## src/rtl/seq_left_shifter.sv

```systemverilog
// Multi-cycle logical left shifter: one power-of-two stage per clock.
// Ports: clk, rst, start/a/b in; ready/busy/done, s = a << b, ovf out.
module seq_left_shifter #(
  parameter int WIDTH   = 32,
  parameter int SHAMT_W = 5
) (
  input  logic             clk,
  input  logic             rst,
  input  logic             start,
  input  logic [WIDTH-1:0] a,
  input  logic [WIDTH-1:0] b,
  output logic             ready,
  output logic             busy,
  output logic             done,
  output logic [WIDTH-1:0] s,
  output logic             ovf
);

  typedef enum logic [1:0] {
    IDLE  = 2'd0,
    SHIFT = 2'd1,
    DONE  = 2'd2
  } state_t;

  state_t               state;
  state_t               state_d;
  logic [WIDTH-1:0]     acc;
  logic [SHAMT_W-1:0]   amt;
  logic [SHAMT_W-1:0]   stage_oh;
  logic                 ovf_acc;
  logic                 oor;
  logic                 a_nz;
  logic [WIDTH-1:0]     shifted;
  logic                 lost;
  logic                 load;

  assign ready = (state == IDLE) || (state == DONE);
  assign busy  = (state == SHIFT);
  assign done  = (state == DONE);
  assign load  = ready && start;

  // Stage k is tracked one-hot; stage k shifts by 2^k when amt[k] is set.
  always_comb begin
    shifted = acc;
    lost    = 1'b0;
    for (int i = 0; i < SHAMT_W; i++) begin
      if (stage_oh[i] && amt[i]) begin
        shifted = acc << (2 ** i);
        lost    = |(acc >> (WIDTH - 2 ** i));
      end
    end
  end

  always_comb begin
    state_d = state;
    case (state)
      IDLE:    if (start) state_d = SHIFT;
      SHIFT:   if (stage_oh[SHAMT_W-1]) state_d = DONE;
      DONE:    state_d = start ? SHIFT : IDLE;
      default: state_d = IDLE;
    endcase
  end

  always_ff @(posedge clk or posedge rst) begin
    if (rst) begin
      state    <= IDLE;
      acc      <= '0;
      amt      <= '0;
      stage_oh <= '0;
      ovf_acc  <= 1'b0;
      oor      <= 1'b0;
      a_nz     <= 1'b0;
      s        <= '0;
      ovf      <= 1'b0;
    end else begin
      state <= state_d;
      if (load) begin
        acc      <= a;
        amt      <= b[SHAMT_W-1:0];
        // Amounts >= WIDTH still run every stage; only the result is forced.
        oor      <= |b[WIDTH-1:SHAMT_W];
        a_nz     <= |a;
        stage_oh <= {{(SHAMT_W-1){1'b0}}, 1'b1};
        ovf_acc  <= 1'b0;
      end else if (state == SHIFT) begin
        acc      <= shifted;
        ovf_acc  <= ovf_acc | lost;
        stage_oh <= stage_oh << 1;
        if (stage_oh[SHAMT_W-1]) begin
          s   <= oor ? '0 : shifted;
          ovf <= oor ? a_nz : (ovf_acc | lost);
        end
      end
    end
  end

endmodule

```

## config.mk

```make
export PLATFORM = sky130hd
export DESIGN_NAME = seq_left_shifter
export DESIGN_NICKNAME = d
export VERILOG_FILES = /design/src/rtl/seq_left_shifter.sv
export SDC_FILE = /design/constraint.sdc
export NUM_CORES = 1
export LEC_CHECK = 0
export CORE_UTILIZATION = 35
export DETAILED_ROUTE_END_ITERATION = 16
export SLEW_MARGIN = 20
export SYNTH_ARGS = -nofsm -noshare
export SYNTH_HDL_FRONTEND = slang
export SYNTH_SLANG_ARGS = --single-unit
```

## constraint.sdc

```tcl
create_clock -name clk -period 4.4 [get_ports clk]
set_input_delay 1.1 -clock clk [delete_from_list [all_inputs] [get_ports clk]]
set_output_delay 1.1 -clock clk [all_outputs]
set_load 0.005 [all_outputs]
```

==> results by group <==
Synthesis
  – Mapped Cells: 591
  – Simple-Gate Fraction of Synth Area: 0.208
  – EDFF count, synth: 0
  – YS warnings: 0
  – Largest family of logic cells by synthesized area: compound AO/OA/AOI/OAI gates
  – Post-synth ARST share: 1.00
  – Synth Cell Area: 0.00510 mm²
  – Sequential fraction of the synthesis area: 0.393
  – XOR/XNOR share of the synthesized area: 0
  – Synth Area in Compound Gates: 0.323
  – Avg Inst Size Synth: 8.63 µm²
  – Yosys reg bits: 80
  – Post-synthesis mux area share: 0.0179
  – Adder-Cell Fraction of Synth Area: 0
  – Main synth FF type: dfrtp_1
  – Syn_nets: 658
  – Number of library cell types mapped by synthesis: 58

Die
  – Cell row count: 43
  – I/O pin count: 103
  – Starting Density: 0.363
  – Vert. Die Dim: 123 µm
  – Die ar.: 0.0151 mm²
  – Total core area: 0.0140 mm²
  – Die X: 123 µm

Placement
  – HPWL after DPL: 12600 µm
  – Port buffer count: 102
  – Cell Count Post-Placement: 824
  – GPL Wtd Cong: 0.863

Setup path
  – Arr. time, crit path: 1.92 ns
  – Max FO, Critical Path: 12
  – Crit end category: primary output
  – Critical path required time: 3.30 ns
  – CP Launch Type: flip-flop
  – WS Path Type: flip-flop to primary output

Global routing
  – GRT Util Overall: 0.262
  – Largest net degree at the start of global routing: 47
  – Antenna violations before repair: 0
  – Number of global-route vias before repair: 5239
  – First-pass GRT wire length: 29800 µm
  – GR Overflow Total: 0

Power and ir drop
  – Lkg Pwr: 2.65 nW
  – Pwr Density: 719 mW/mm²
  – Logic pwr share: 0.481
  – Pint: 0.00249 W
  – Net Sw Frac: 0.460
  – Psw: 0.00211 W
  – Clock network fraction of total power: 0.155
  – Worst vdd ir: 0.283 mV
  – Sequential power share: 0.365

Detailed routing
  – DRC violations left: 0
  – DRT antenna net count: 0
  – WL final: 18800 µm
  – Vias: 5346
  – Vias per inst: 6.37
  – Routed WL per cell: 22.5 µm
  – TritonRoute pass-1 iters: 7
  – DR iter-0 viols: 502

STA
  – # setup viols final: 0
  – Final critical-path required period: 3.02 ns
  – RSZ-0062 raised after global routing: false
  – Worst rel slew slack: 0.245
  – Clk_skew: 0.00712 ns
  – Final hold vios: 0
  – TNS Setup: 0 ns
  – Worst slew pin tran: 1.13 ns
  – Slew Limit Fails: 0
  – Final worst path period share: 0.686
  – FMAX: 331 MHz

Clock tree
  – CTS root buf: clkbuf_16
  – Worst-path clk slew: 0.06 ns
  – Hold-fix buffers, CTS: 0
  – Postcts setup bufs: 0
  – Maximum buffer depth of the clock tree: 2
  – CTS buffer count: 9
  – TritonCTS clock tree: yes
  – Post-CTS resize count: 0
  – H-tree levels: 3
  – CTS sink cnt: 80
  – Clk Latency, worst-skew pair: 0.34 ns

Run status
  – Status: complete, no violations

Final layout
  – Layout cells sized above 1: 0.0622
  – Antenna cells: 0
  – P&R area growth vs syn: 25.5%
  – Final net count: 722
  – Filler cell count: 1372
  – Final cell count without fillers: 839

Run
  – Max Cap Violations: 0

Min path
  – HP Class: flip-flop to flip-flop
## sequential cells by signal, summed over array words and instances, names as in the netlist, 2 cells and up
| register | flops |
|---|---|
| amt | 5 |
| s | 32 |
| acc | 32 |
| state | 2 |
| stage_oh | 5 |
## metal layers
layer | track usage | share of wire | up-vias
met4 | 0.0960 | 0.021 | 0
met1 | 0.363 | 0.43 | 2644
met2 | 0.407 | 0.47 | 290
met3 | 0.0460 | 0.074 | 31
met5 | 0 | 0 | -
li1 | - | - | 2381
## logic make-up (layout without fill, tap and decap cells)
logic type             Yosys count  in the layout
buffers and inverters           60            128
and+or+nand+nor                213            213
AOI/OAI and AO/OA              229            229
DFF                             80             80
muxes                            9              9
## area by class of cell
cell class                 count  area [µm²]  area share
sequential                    80        2000       0.313
clock inverter                 5        33.8     0.00528
tap                          180         225      0.0352
clock buffer                  10         239      0.0374
multi-input combinational    451        2810       0.439
timing repair buffer         108        1070       0.167
inverter                       5        20.0     0.00313
## metrics by stage
step / total power (W) / utilization / hold WS, ns / area, µm² / worst slack, ns
3_3_place_gp: 0.00379 / 0.436 / 0.457 / 6120 / 1.52
4_1_cts: 0.00456 / 0.455 / 0.484 / 6390 / 1.39
2_1_floorplan: 0.00297 / - / 0.463 / 5100 / 1.25
6_report: 0.00460 / 0.455 / 0.481 / 6390 / 1.38
5_1_grt: 0.00489 / 0.455 / 0.509 / 6390 / 1.31
3_5_place_dp: 0.00384 / 0.436 / 0.471 / 6120 / 1.47
## layout by cell type (no fill, tap or decap), types with 5 or more instances in the layout
cell             count
a22o_1              13
nor3_1              10
o311ai_1            11
a21boi_0            13
a2111o_1             6
a211oi_1            18
dfrtp_1             78
and3_1              28
o21ai_0             38
nor4_1              19
o21ai_1             20
a21oi_1             27
o311a_1              8
nand3b_1            14
a211o_1              7
nand2_1             98
a31oi_1             11
a32oi_1              9
a22oi_1             12
clkdlybuf4s50_1    102
buf_4                6
a31o_1               5
mux2i_1              8
clkbuf_16            9
nor2_1              20
## cells in the mapped netlist (3+ instances only)
cell        n  area, µm²
a211oi_1   18        135
clkbuf_1   17       63.8
o21ai_1    20        100
buf_1       3       11.3
mux2i_1     8       80.1
a21oi_1    27        135
a21boi_0   13       97.6
o22ai_1     4       25.0
a31oi_1    11       68.8
buf_2      29        145
inv_1       4       15.0
dfrtp_1    80       2000
nor2_1     20       75.1
a22oi_1    12       90.1
o311ai_1   11       96.3
a31o_2      3       26.3
a22o_1     13        114
nand2_1    98        368
nor3_1     10       50.1
nand4_1     3       18.8
a21o_1      4       30.0
o311a_1     8       80.1
a2bb2oi_1   4       35.0
o311ai_2    3       48.8
nand3b_1   14        105
nand3_1     4       20.0
nor4_1     19        119
o21ai_0    38        190
and3_1     28        175
a31o_1      5       43.8
a32oi_1     9       78.8
a211o_1     7       61.3
a2111o_1    6       67.6
nand2b_1    3       18.8
and2_1      4       25.0
## path summary, 6_finish.rpt
| check | from | endpoint | slack, ns | depth (start not counted) |
|---|---|---|---|---|
| min | s[3]$_DFFE_PP0P_ | s[3]$_DFFE_PP0P_ | 0.48 | 1 |
| max reg2reg | amt[1]$_DFFE_PP0P_ | acc[26]$_DFFE_PP0P_ | 1.77 | 4 |
| min in group asynchronous | rst | s[20]$_DFFE_PP0P_ | 1.06 | 2 |
| min reg2reg | s[3]$_DFFE_PP0P_ | s[3]$_DFFE_PP0P_ | 0.48 | 1 |
| max | state[0]$_DFFE_PP0P_ | busy | 1.38 | 3 |
| max in group asynchronous | rst | stage_oh[0]$_DFFE_PP0P_ | 2.56 | 3 |
## critical path, cell delays in order (launching register included)
cell             delay (ns)
dfrtp_1                0.50
nand2b_1               0.37
inv_2                  0.18
clkdlybuf4s50_1        0.51
## power by group through the flow
stage | Clock, W | Combinational (W) | Sequential [W]
detailed placement | 0 | 0.00218 | 0.00166
floorplan | 0 | 0.00163 | 0.00135
finish | 0.000711 | 0.00221 | 0.00168
global placement | 0 | 0.00214 | 0.00164
global route | 0.000755 | 0.00241 | 0.00172
CTS | 0.000719 | 0.00219 | 0.00164
(Power assumes the default switching activity.)
